**config.mk**
```make
export PLATFORM = sky130hd
export DESIGN_NAME = ahb2regbus_ws
export DESIGN_NICKNAME = d
export VERILOG_FILES = /design/src/rtl/ahb2regbus_ws.sv
export SDC_FILE = /design/constraint.sdc
export NUM_CORES = 1
export LEC_CHECK = 0
export CELL_PAD_IN_SITES_DETAIL_PLACEMENT = 2
export CELL_PAD_IN_SITES_GLOBAL_PLACEMENT = 2
export CORE_ASPECT_RATIO = 0.7
export CORE_UTILIZATION = 17
export CTS_BUF_LIST = sky130_fd_sc_hd__clkbuf_16
export DETAILED_ROUTE_END_ITERATION = 12
export PLACE_DENSITY = 0.83
export SLEW_MARGIN = 20
export SYNTH_ARGS = -nofsm -noshare
export SYNTH_HDL_FRONTEND = slang
export SYNTH_SLANG_ARGS = --single-unit
export TNS_END_PERCENT = 10
```
**constraint.sdc**
```tcl
create_clock -name HCLK -period 1.75 [get_ports HCLK]
set_input_delay 0.35 -clock HCLK [delete_from_list [all_inputs] [get_ports HCLK]]
set_output_delay 0.35 -clock HCLK [all_outputs]
set_load 0.05 [all_outputs]
```
**src/rtl/ahb2regbus_ws.sv**
```systemverilog
// AHB-Lite slave to IP register-bus bridge: HSIZE byte enables, SEQ bursts, IP ready handshake with timeout.
// One address cycle then a data phase that stalls on ip_ready; illegal accesses and timeouts give a two-cycle ERROR.
module ahb2regbus_ws #(
   parameter int          ADDR_WIDTH     = 32,
   parameter int          DATA_WIDTH     = 32,
   parameter int          OFFSET_MSB     = 11,
   parameter int unsigned REG_START      = 'h000,
   parameter int unsigned REG_END        = 'h148,
   parameter int          TIMEOUT_CYCLES = 16
) (
   input  logic                    HCLK,
   input  logic                    HRESET,
   input  logic                    HSEL,
   input  logic [ADDR_WIDTH-1:0]   HADDR,
   input  logic [1:0]              HTRANS,
   input  logic                    HWRITE,
   input  logic [2:0]              HSIZE,
   input  logic [DATA_WIDTH-1:0]   HWDATA,
   input  logic                    HREADY,
   output logic                    HREADYOUT,
   output logic [1:0]              HRESP,
   output logic [DATA_WIDTH-1:0]   HRDATA,
   output logic                    ip_valid,
   output logic                    ip_wr1_rd0,
   output logic [ADDR_WIDTH-1:0]   ip_addr,
   output logic [DATA_WIDTH/8-1:0] ip_byte_en,
   output logic [DATA_WIDTH-1:0]   ip_write_data,
   input  logic [DATA_WIDTH-1:0]   ip_read_data,
   input  logic                    ip_ready
);

   localparam int NB     = DATA_WIDTH / 8;
   localparam int LANE_W = $clog2(NB);
   localparam int OFF_W  = OFFSET_MSB + 1;
   localparam int CNT_W  = (TIMEOUT_CYCLES == 0) ? 1 : $clog2(TIMEOUT_CYCLES + 1);
   localparam logic [CNT_W-1:0] CNT_LAST  = CNT_W'((TIMEOUT_CYCLES == 0) ? 0 : TIMEOUT_CYCLES - 1);
   localparam logic [OFF_W-1:0] START_OFF = OFF_W'(REG_START);
   localparam logic [OFF_W-1:0] END_OFF   = OFF_W'(REG_END);
   localparam logic [1:0] RESP_OKAY  = 2'b00;
   localparam logic [1:0] RESP_ERROR = 2'b01;

   typedef enum logic [1:0] {S_IDLE, S_ACCESS, S_ERR1, S_ERR2} state_t;

   state_t                 state, state_n;
   logic [ADDR_WIDTH-1:0]  addr_q;
   logic                   wr_q;
   logic [NB-1:0]          be_q, be_d;
   logic [CNT_W-1:0]       cnt;
   logic                   load;

   logic [OFF_W-1:0]       offset;
   logic                   lo_ok, hi_ok, size_ok, align_ok, legal, addr_vld;
   logic                   unused_trans;

   assign unused_trans = HTRANS[0];
   assign offset       = HADDR[OFFSET_MSB:0];
   assign hi_ok        = offset <= END_OFF;
   assign size_ok      = HSIZE <= 3'(LANE_W);
   assign addr_vld     = HSEL && HREADY && HTRANS[1];
   assign legal        = lo_ok && hi_ok && size_ok && align_ok;

   generate
      if (REG_START == 0) begin : g_lo_zero
         assign lo_ok = 1'b1;
      end else begin : g_lo_cmp
         assign lo_ok = offset >= START_OFF;
      end
   endgenerate

   // Alignment and lane enables come straight from the low address bits and the size.
   always_comb begin
      align_ok = 1'b1;
      be_d     = '0;
      for (int i = 0; i < LANE_W; i++)
         if (HADDR[i] && (i < int'(HSIZE))) align_ok = 1'b0;
      for (int i = 0; i < NB; i++)
         if ((i >= int'(HADDR[LANE_W-1:0])) && (i < int'(HADDR[LANE_W-1:0]) + (1 << int'(HSIZE))))
            be_d[i] = 1'b1;
   end

   always_ff @(posedge HCLK or posedge HRESET) begin
      if (HRESET) begin
         state  <= S_IDLE;
         addr_q <= '0;
         wr_q   <= 1'b0;
         be_q   <= '0;
         cnt    <= '0;
      end else begin
         state <= state_n;
         if (load) begin
            addr_q <= HADDR;
            wr_q   <= HWRITE;
            be_q   <= be_d;
            cnt    <= '0;
         end else if (state == S_ACCESS) begin
            cnt <= cnt + 1'b1;
         end
      end
   end

   // An address phase is only sampled in cycles where this slave is completing (or idle).
   always_comb begin
      state_n = state;
      load    = 1'b0;
      case (state)
         S_IDLE, S_ERR2: begin
            if (addr_vld) begin
               state_n = legal ? S_ACCESS : S_ERR1;
               load    = legal;
            end else begin
               state_n = S_IDLE;
            end
         end
         S_ACCESS: begin
            if (ip_ready) begin
               if (addr_vld) begin
                  state_n = legal ? S_ACCESS : S_ERR1;
                  load    = legal;
               end else begin
                  state_n = S_IDLE;
               end
            end else if ((TIMEOUT_CYCLES != 0) && (cnt == CNT_LAST)) begin
               state_n = S_ERR1;
            end
         end
         S_ERR1:  state_n = S_ERR2;
         default: state_n = S_IDLE;
      endcase
   end

   always_comb begin
      HREADYOUT  = 1'b1;
      HRESP      = RESP_OKAY;
      HRDATA     = '0;
      ip_valid   = 1'b0;
      ip_wr1_rd0 = 1'b0;
      ip_addr    = '0;
      ip_byte_en = '0;
      case (state)
         S_ACCESS: begin
            HREADYOUT  = ip_ready;
            ip_valid   = 1'b1;
            ip_wr1_rd0 = wr_q;
            ip_addr    = addr_q;
            ip_byte_en = be_q;
            if (ip_ready && !wr_q) HRDATA = ip_read_data;
         end
         S_ERR1: begin
            HREADYOUT = 1'b0;
            HRESP     = RESP_ERROR;
         end
         S_ERR2:  HRESP = RESP_ERROR;
         default: ;
      endcase
   end

   assign ip_write_data = HWDATA;

endmodule

```
==> results <==
critical path, cell delays in order, from the launching register on:
cell	delay, ps
dfrtp_1	400
buf_6	130
ha_4	180
buf_4	180
clkbuf_16	190
and2_4	180
buf_12	140
synthesized netlist by cell type:
cell / instances / share of area [%]
clkbuf_1: 8 / 1.1
o21ai_0: 3 / 0.53
or2_2: 1 / 0.22
or4_1: 1 / 0.26
nand2b_1: 1 / 0.22
buf_6: 3 / 1.2
mux2i_1: 2 / 0.70
a211o_1: 1 / 0.31
a22oi_1: 1 / 0.26
nor2b_1: 2 / 0.44
nand4_2: 1 / 0.44
mux2_4: 31 / 16
conb_1: 1 / 0.13
and3_1: 1 / 0.22
dfrtp_1: 44 / 39
fa_1: 1 / 0.70
a221o_1: 1 / 0.35
xor2_1: 1 / 0.31
buf_4: 33 / 8.7
nand2_1: 5 / 0.66
buf_2: 1 / 0.18
a21oi_1: 2 / 0.35
mux2_2: 3 / 1.2
a21boi_0: 1 / 0.26
nor2_1: 6 / 0.79
nand4_1: 1 / 0.22
xnor2_1: 2 / 0.61
a211oi_1: 1 / 0.26
o211a_1: 1 / 0.35
inv_1: 10 / 1.3
or3_1: 2 / 0.44
ha_1: 7 / 3.1
o31a_1: 1 / 0.31
and2_1: 75 / 16
nor4b_1: 1 / 0.31
nor3_1: 5 / 0.88
nand3_1: 2 / 0.35
a41oi_2: 1 / 0.57
a2bb2oi_1: 1 / 0.31
o21a_1: 1 / 0.26
where the power goes:
part           switching (W)  total (W)  internal [W]
Combinational       0.000240   0.000624      0.000384
Clock               0.000426    0.00110      0.000672
Sequential         0.0000539    0.00114       0.00109
Total               0.000720    0.00286       0.00215
metal layers:
layer  share of wire [%]  routed length, um
met1                  40               4630
met2                  57               6490
met3                 2.0                232
met4                0.67                 76
met5                   0                  0
state kept, by name, indices dropped and copies added, names as in the netlist:
register,flops
wr_q,1
cnt,5
be_q,4
addr_q,32
state,2
kinds of logic after synthesis:
logic type                 count (synthesis)  synth area share [%]
and+or+nand+nor                          104                  21.9
buffers and inverters                     55                  12.4
DFF                                       44                  38.6
other                                      1                 0.131
AOI/OAI and AO/OA                         15                  4.12
xor gates and xnor gates                   3                 0.921
muxes                                     36                  18.2
adders and majority gates                  8                  3.77
final timing paths:
check | startpoint | endpoint | slack, ps | cells after the start
min in group HCLK | addr_q[10] | addr_q[10] | 500 | 1
min reg2reg | addr_q[10] | addr_q[10] | 500 | 1
max | state[0] | ip_byte_en[2] | -280 | 6
min | HRESET | addr_q[17] | 420 | 3
max reg2reg | state[0] | addr_q[6] | -200 | 9
max in group asynchronous | HRESET | state[1] | 1090 | 3
area by class of cell:
cell class              instances  area (sq um)  share of cell area (%)
clock buffers                   5           125                    2.09
clock inverters                 3          42.5                   0.711
inverters                      10          37.5                   0.627
multi-input cells             167          1720                    28.7
flip-flops and latches         44          1100                    18.4
well taps                     225           282                    4.71
repair buffers                191          2680                    44.7
what timing repair did:
item,CTS,global route
cloned,5,1
endpoints found under the setup margin,115,115
resized for setup,69,11
hold buffers,0,0
pin swaps,21,18
setup buffers,13,3
through the flow:
step / hold slack (ps) / area (sq um)
floorplan: 445 / 3040
global placement: 462 / 5400
detailed placement: 484 / 5400
CTS: 444 / 5980
global route: 457 / 5980
finish: 422 / 5980
==> flow_summary.json <==
{
  "routed-via-count": 2445,
  "place_ws_ps": -864,
  "dpl.cell_count": 618,
  "numCtsBuffers": 5,
  "htreeDepth": 2,
  "worstHoldPathType": "input port to asynchronous set/reset pin",
  "finish.utilization_pct": 36.6,
  "globalRouteMet2Util_pct": 25.5,
  "fin_tns_setup_ps": -25030,
  "violations": "setup timing",
  "vias_per_cell": 3.79,
  "grt_pass1_vias": 2964,
  "drive_gt1_share_pct": 60.0,
  "synth_area_sq_um": 2850,
  "hold_viol_final": 0,
  "fp.dieW_um": 157,
  "met1_usage_pct": 16.2,
  "layout.nets": 534,
  "syn_inst": 266,
  "cts_buffer_depth": 2,
  "port_buffers": 145,
  "min_period_ps": 2030,
  "fin_cells": 645,
  "grt_pass1_wl_um": 17700,
  "drc": 0,
  "num_antenna_cells": 0,
  "status": "complete, but fails checks",
  "drtPass1Iterations": 4,
  "synth_area_per_cell_sq_um": 10.7,
  "final_common_cell": "buf_12",
  "yosys_warnings": 0,
  "syn2layout_area_growth_pct": 110,
  "met3_usage_pct": 1.92,
  "ys_ff_latch": 44,
  "peakVddDrop_uv": 367,
  "cp.arrival_ps": 1680,
  "clock.fmax_ghz": 0.493,
  "cap_violations": 0,
  "pwr_density_cell_nw_per_um2": 479,
  "synth.distinct_cells": 40,
  "grt_overflow": 0,
  "grt_max_degree": 45,
  "fin_skew_ps": 3.83,
  "critPathKind": "flip-flop to primary output",
  "path_clk_slew_ps": 70,
  "num_rows": 39,
  "cts-root-buf": "clkbuf_16",
  "finalSetupViolations": 114,
  "antenna_found_initial": 0,
  "core_sq_um": 16300,
  "wl_per_cell_um": 17.7,
  "hpwl_um": 8290,
  "dieArea_sq_um": 17300,
  "syn_nets": 381,
  "worstPathMaxFanout": 17,
  "cts_tree": "done",
  "antenna_left": 0,
  "wl_um": 11400,
  "drt_first_iter_violations": 39,
  "yosysSeqAreaShare_pct": 38.6,
  "ioPinCount": 212,
  "leakagePower_nw": 2.75,
  "busiest_layer": "met2",
  "grt_setup_unrepaired": "yes",
  "clk_latency_ps": 280,
  "p_total_w": 0.00286,
  "fin_ws_ps": -278,
  "drv_slew": 0,
  "finalCritPeriodShare_pct": 116,
  "die_h_um": 110,
  "gp_congestion": 0.775,
  "start_kind": "flip-flop",
  "initial_core_util_pct": 17.5,
  "final_cell_mix": "buf_12, clkdlybuf4s50_1, and2_4",
  "worstSetupEndpointType": "primary output",
  "n_fill_cell": 1646,
  "required_ps": 1400,
  "clock-sinks": 44,
  "track_usage_pct": 13.6
}
Power figures use the tool's default switching activity.
